==> src/rtl/conv_enc_k3.sv <==
// Rate-1/2, K=3 convolutional encoder (g0=111, g1=101) with valid/ready framing.
// Each frame of FRAME_LEN data bits is followed by two zero tail bits, so the trellis ends in state 00.
module conv_enc_k3 #(
  parameter int FRAME_LEN = 8
) (
  input  logic       clk,
  input  logic       rst,
  input  logic       start,
  input  logic       din,
  input  logic       din_valid,
  output logic       din_ready,
  output logic [1:0] sym_out,
  output logic       sym_valid,
  input  logic       sym_ready,
  output logic       sym_last,
  output logic       frame_done,
  output logic       busy,
  output logic [1:0] enc_state
);

  localparam int CW = $clog2(FRAME_LEN + 1);
  localparam logic [CW-1:0] LAST_CNT = CW'(FRAME_LEN - 1);

  typedef enum logic [1:0] {
    IDLE = 2'd0,
    DATA = 2'd1,
    TAIL = 2'd2
  } state_t;

  state_t          r_fsm;
  logic [1:0]      r_enc;
  logic [CW-1:0]   r_cnt;
  logic            r_tail;
  logic [1:0]      r_sym;
  logic            r_vld;
  logic            r_last;
  logic            r_done;
  logic            w_slot_free;

  // Symbol {c0,c1} for input u in state {s1,s0}, s1 being the newest bit.
  function automatic logic [1:0] enc_sym(input logic u, input logic [1:0] st);
    return {u ^ st[1] ^ st[0], u ^ st[0]};
  endfunction

  assign w_slot_free = !r_vld | sym_ready;
  assign din_ready   = (r_fsm == DATA) & w_slot_free;
  assign sym_out     = r_sym;
  assign sym_valid   = r_vld;
  assign sym_last    = r_last;
  assign frame_done  = r_done;
  assign busy        = (r_fsm != IDLE) | r_vld;
  assign enc_state   = r_enc;

  // Framing FSM, encoder shift register and registered output slot.
  always_ff @(posedge clk or negedge rst) begin
    if (!rst) begin
      r_fsm  <= IDLE;
      r_enc  <= 2'b00;
      r_cnt  <= '0;
      r_tail <= 1'b0;
      r_sym  <= 2'b00;
      r_vld  <= 1'b0;
      r_last <= 1'b0;
      r_done <= 1'b0;
    end else begin
      r_done <= r_vld & sym_ready & r_last;
      // A consumed symbol frees the slot unless a new one is loaded below.
      if (r_vld & sym_ready) begin
        r_vld  <= 1'b0;
        r_last <= 1'b0;
      end
      case (r_fsm)
        IDLE: begin
          if (start) begin
            r_fsm <= DATA;
            r_enc <= 2'b00;
            r_cnt <= '0;
          end
        end
        DATA: begin
          if (din_valid & w_slot_free) begin
            r_sym  <= enc_sym(din, r_enc);
            r_vld  <= 1'b1;
            r_last <= 1'b0;
            r_enc  <= {din, r_enc[1]};
            r_cnt  <= r_cnt + CW'(1);
            if (r_cnt == LAST_CNT) begin
              r_fsm  <= TAIL;
              r_tail <= 1'b0;
            end
          end
        end
        TAIL: begin
          if (w_slot_free) begin
            r_sym  <= enc_sym(1'b0, r_enc);
            r_vld  <= 1'b1;
            r_last <= r_tail;
            r_enc  <= {1'b0, r_enc[1]};
            if (r_tail) begin
              r_fsm <= IDLE;
            end else begin
              r_tail <= 1'b1;
            end
          end
        end
        default: r_fsm <= IDLE;
      endcase
    end
  end

endmodule

==> config.mk <==
export PLATFORM = sky130hd
export DESIGN_NAME = conv_enc_k3
export DESIGN_NICKNAME = d
export VERILOG_FILES = /design/src/rtl/conv_enc_k3.sv
export SDC_FILE = /design/constraint.sdc
export NUM_CORES = 1
export LEC_CHECK = 0
export ABC_AREA = 0
export ABC_CLOCK_PERIOD_IN_PS = 4800
export CAP_MARGIN = 20
export CORE_MARGIN = 2
export CORE_UTILIZATION = 55
export DETAILED_ROUTE_END_ITERATION = 10
export HOLD_SLACK_MARGIN = 0.03
export PLACE_DENSITY = 0.82
export SETUP_SLACK_MARGIN = 0.5
export SLEW_MARGIN = 20
export SYNTH_ARGS = -nofsm -noshare
export SYNTH_HDL_FRONTEND = slang
export SYNTH_SLANG_ARGS = --single-unit
==> constraint.sdc <==
create_clock -name clk -period 4.8 [get_ports clk]
set_input_delay 0.48 -clock clk [delete_from_list [all_inputs] [get_ports clk]]
set_output_delay 0.48 -clock clk [all_outputs]
set_load 0.05 [all_outputs]
Word-level counts from Yosys, hierarchy flattened --
Cells that the tools add are included.
Storage, ports and cells: bits in registers 14, bits in latches 0, bits in writable memories 0, ROM bits 0, output and inout bits 9, logic and storage cells 66, memories kept 0
Operators by class: $add $sub $neg 1, multiply operators 0, divide/modulo/power cells 0, order comparisons 0, equal/unequal tests 8, shifts and indexed selects 0, multiplexer cells 28, bitwise operators 10, reduce and logical (&&, ||, !) cells 11
Operators with widths (number):
- $mux W2 | 10
- $pmux W2 S3 | 2
- $mux W1 | 9
- $mux W4 | 2
- $pmux W4 S2 | 1
- $reduce_and A4 Y1 | 2
- $ne A2 B2 Y1 const B | 3
- $pmux W1 S2 | 3
- $reduce_and A3 Y1 | 2
- $reduce_bool A2 Y1 | 3
- $reduce_and A5 Y1 | 1
- $add A4 B1 Y4 const B | 1
- $and A1 B1 Y1 | 4
- $eq A4 B3 Y1 const B | 1
- $ne A2 B1 Y1 const B | 2
- $pmux W2 S2 | 1
- $xor A1 B1 Y1 | 4
- $reduce_bool A3 Y1 | 1
- $eq A2 B1 Y1 const B | 1
- $eq A2 B2 Y1 const B | 1
- $logic_not A2 Y1 | 1
- $or A1 B1 Y1 | 2
- $logic_not A1 Y1 | 1

Logic depth before layout (Yosys ltp) --
depth in word-level cells 5, depth in mapped cells 6

Worst setup path after synthesis --
Ideal clock, no wire load.
kind register to output, start register r_fsm[1], end output din_ready, arrival 1352 ps, required time 4320 ps, path slack 2968 ps, stages on the path, launching flop included 5, path buffers 1, cells stage by stage dfrtp_1 > inv_1 > ha_1 > buf_2 > and2_1
On the way: word-level cells in the longest chain between the ends 2
RTL lines:
- start: declaration | RTL line 30 | state_t r_fsm;
- start signal: assignment | RTL line 57 | r_fsm <= IDLE;
- start signal: assignment | RTL line 75 | r_fsm <= DATA;
- start signal: assignment | RTL line 88 | r_fsm <= TAIL;
- $eq A2 B1 Y1 | RTL line 46 | assign din_ready = (r_fsm == DATA) & w_slot_free;
- $and A1 B1 Y1 | RTL line 46
- end: declaration | RTL line 11 | output logic din_ready,
No other way between the ends.

Final worst setup path --
Ends and elaborated chain as after synthesis.

==> impl_metrics.csv <==
group,metric,value,unit
outcome,status,"completed",
worst_setup_path,slowest_delay,800,ps
layout,multi_input_area,500,µm²
timing,setup_viol,0,
timing,fmax,0.362,GHz
logic_synthesis,synth_top_family_by_area,"simple AND/OR/NAND/NOR gates",
logic_synthesis,synth_edf_count,0,
worst_setup_path,r2r_slack,2950,ps
logic_synthesis,synth_top_area_cell,"dfrtp_1",
logic_synthesis,synth_compound_gate_area_share,0.155,
logic_synthesis,synth_area_leaders,"dfrtp_1 40%, ha_1 10%, mux2i_1 4.6%",
worst_setup_path,cp.required,4320,ps
place,portBuffers,14,
timing,skew,9.55,ps
drt,wl_per_cell,13.6,µm
worst_setup_path,cp_cell_sequence,"inv_1 > ha_1 > and2_1 > clkdlybuf4s50_1",
floorplanning,core_area,0.00151,mm²
clock_network,cts.sinks,14,
clock_network,cts_resized,0,
logic_synthesis,synthMuxAreaShare,0.127,
worst_setup_path,worstSetupStartpointType,"flip-flop",
logic_synthesis,synth_seq_cells,14,
logic_synthesis,netlist_area,878,µm²
global_routing,grt_max_degree,15,
floorplanning,dieArea,0.00193,mm²
clock_network,post-cts-setup-buffer-count,0,
logic_synthesis,synthesis.nets,98,
logic_synthesis,synth_commonest_cells,"14 x dfrtp_1, 7 x ha_1, 6 x inv_1, 6 x nand2_1, 5 x nor2b_1",
worst_setup_path,reg2reg_depth,6,
clock_network,cts_made_buffers,3,
worst_setup_path,rr_endpoint,"r_tail",
logic_synthesis,synthXorXnorAreaFrac,0.0199,
worst_setup_path,arrival,2280,ps
power,power.leakage,0.486,nW
worst_setup_path,crit_buf_inv,2,
power,powerDensity,676,mW/mm²
floorplanning,die_y,44.0,µm
layout,fillers,109,
worst_setup_path,crit_fanout,13,
logic_synthesis,synth-main-ff-cell,"dfrtp_1",
global_routing,grt_pass1_vias,626,
layout,nets,116,
run,drv_cap,0,
floorplanning,start_util,0.583,
layout,drive_above_1_share,0.127,
layout,n_antenna_cell,0,
worst_setup_path,slowest_stage,"clkdlybuf4s50_1",
drt,final_antenna_net_count,0,
global_routing,antenna_found_initial,0,
logic_synthesis,netlist_instances,85,
worst_hold_path,min_path_type,"flip-flop to flip-flop",
worst_setup_path,endpoint_kind,"output port",
logic_synthesis,synthAdderAreaFrac,0.0997,
place,dp_hpwl,1240,µm
clock_network,cts_tree,"done",
timing,rsz0062_at_grt,"no",
floorplanning,dieWidth,44.0,µm
timing,period_minus_slack,2760,ps
logic_synthesis,synth_top_area_frac,0.399,
timing,worst_slack,2040,ps
place,gp_congestion,0.791,
logic_synthesis,ys_seq_area_frac,0.399,
drt,via_per_inst,5.80,
timing,hold_viol,0,
logic_synthesis,synthArstFlopShare,1.00,
clock_network,clk_latency,290,ps
timing,slew_violations,0,
worst_setup_path,cp_top_family,"buffers and inverters",
floorplanning,row_count,14,
logic_synthesis,synth_cell_type_count,30,
timing,finalSetupTns,0,ps
layout,synthToLayoutAreaGrowth,21.8,%
timing,period_share,0.575,
clock_network,clockBufferDepth,2,
logic_synthesis,synthSimpleGateAreaFrac,0.168,
floorplanning,ios,15,
global_routing,grt_pass1_wl,2750,µm
clock_network,htreeDepth,1,
clock_network,ctsHoldBuffers,0,
clock_network,clk_pin_slew_worst_paths,80,ps
global_routing,track_usage,0.197,
worst_hold_path,hold_depth,1,
drt,drcViolationCount,0,
drt,via_count,684,
layout,register_area,350,µm²
timing,relSlewSlack,0.583,
timing,max_slew.worst_pin.slew,624,ps
logic_synthesis,syn_area_per_cell,10.3,µm²
power,p_total,0.723,mW
worst_hold_path,min_to,"sym_out[1]",
worst_setup_path,r2r_start,"r_fsm[1]",
logic_synthesis,synth.most_common_cell,"dfrtp_1",
drt,initialDrtViolationCount,8,
worst_setup_path,critical_path_class,"flip-flop to output port",
drt,finalWirelength,1610,µm
drt,dr.pass1.iters,4,
logic_synthesis,ys.warnings.count,0,
clock_network,cts-root-buf,"clkbuf_4",
global_routing,grt_remaining_overflow,0,
place,place_ws,2170,ps
worst_hold_path,min_from,"sym_out[1]",
power,peakVddDrop,0.000448,V
## routing by layer
layer / wire, µm / up-vias / share of wire / global-route usage
li1: - / 340 / - / -
met1: 765 / 319 / 0.48 / 0.272
met2: 739 / 21 / 0.46 / 0.306
met3: 78 / 4 / 0.049 / 0.0250
met4: 23 / 0 / 0.014 / 0.0909
met5: 0 / - / 0 / 0
## per-stage QoR
step                hold slack [ps]  utilization  instances  cell area, µm²
detailed placement              496        0.686        114            1030
global placement                490        0.686        114            1030
floorplan                       184            -         85             878
CTS                             516        0.710        118            1070
finish                          509        0.710        118            1070
global route                    525        0.710        118            1070
## worst max path at each step
stage / from / end / cells past startpoint
3_3_place_gp: sym_ready / din_ready / 4
6_report: r_fsm[1] / din_ready / 4
4_1_cts: r_fsm[1] / din_ready / 4
2_1_floorplan: r_fsm[1] / din_ready / 4
5_1_grt: r_fsm[1] / din_ready / 4
3_5_place_dp: sym_ready / din_ready / 4
## registers in the layout, indices dropped and copies added, names as in the netlist
name and count:
enc_state 2, frame_done 1, r_cnt 4, r_fsm 2, r_tail 1, sym_last 1, sym_out 2, sym_valid 1
## power by group
group	internal [mW]	switching (mW)	total, mW
combinational	0.178	0.265	0.444
sequential	0.157	0.0352	0.192
clock	0.0462	0.0406	0.0868
## cell type report
type,count,area share
well taps,16,0.0187
clock buffers,4,0.0339
flip-flops and latches,14,0.327
repair buffers,14,0.131
inverters,6,0.0211
multi-input cells,64,0.468
## worst reg2reg max path, stage by stage (launching register included)
cell     delay, ps
dfrtp_1        430
inv_1          120
ha_1           450
mux2i_1        270
nor2_2          80
nand2_1         90
mux2_1         310
## cell usage in the layout (no fill, tap or decap)
master | netlist | routed
a21oi_1 | 1 | 1
a21oi_2 | 1 | 1
a22o_1 | 4 | 4
a2bb2oi_1 | 1 | 1
and2_1 | 1 | 1
and2_4 | 1 | 1
and3_1 | 2 | 2
clkbuf_4 | 0 | 3
clkbuf_8 | 0 | 1
clkdlybuf4s50_1 | 0 | 14
dfrtp_1 | 14 | 14
ha_1 | 7 | 7
inv_1 | 6 | 6
mux2_1 | 3 | 3
mux2_2 | 2 | 2
mux2_4 | 1 | 1
mux2i_1 | 4 | 4
nand2_1 | 6 | 6
nand2b_1 | 2 | 2
nand2b_2 | 1 | 1
nand3_1 | 4 | 4
nand3b_1 | 1 | 1
nor2_1 | 3 | 3
nor2_2 | 1 | 1
nor2b_1 | 5 | 5
o211ai_1 | 3 | 3
o211ai_2 | 1 | 1
o21ai_0 | 4 | 4
o21ai_2 | 1 | 1
o22ai_1 | 1 | 1
o2bb2ai_1 | 1 | 1
xnor2_1 | 2 | 2
## kinds of logic (layout without fill, tap and decap cells)
family | count (synthesis) | count (layout)
and+or+nand+nor | 27 | 27
AOI/OAI and AO/OA | 18 | 18
DFF | 14 | 14
muxes | 10 | 10
adders and majority gates | 7 | 7
buffers and inverters | 7 | 24
xor gates and xnor gates | 2 | 2
No activity file was read; power rests on OpenSTA's default activity.
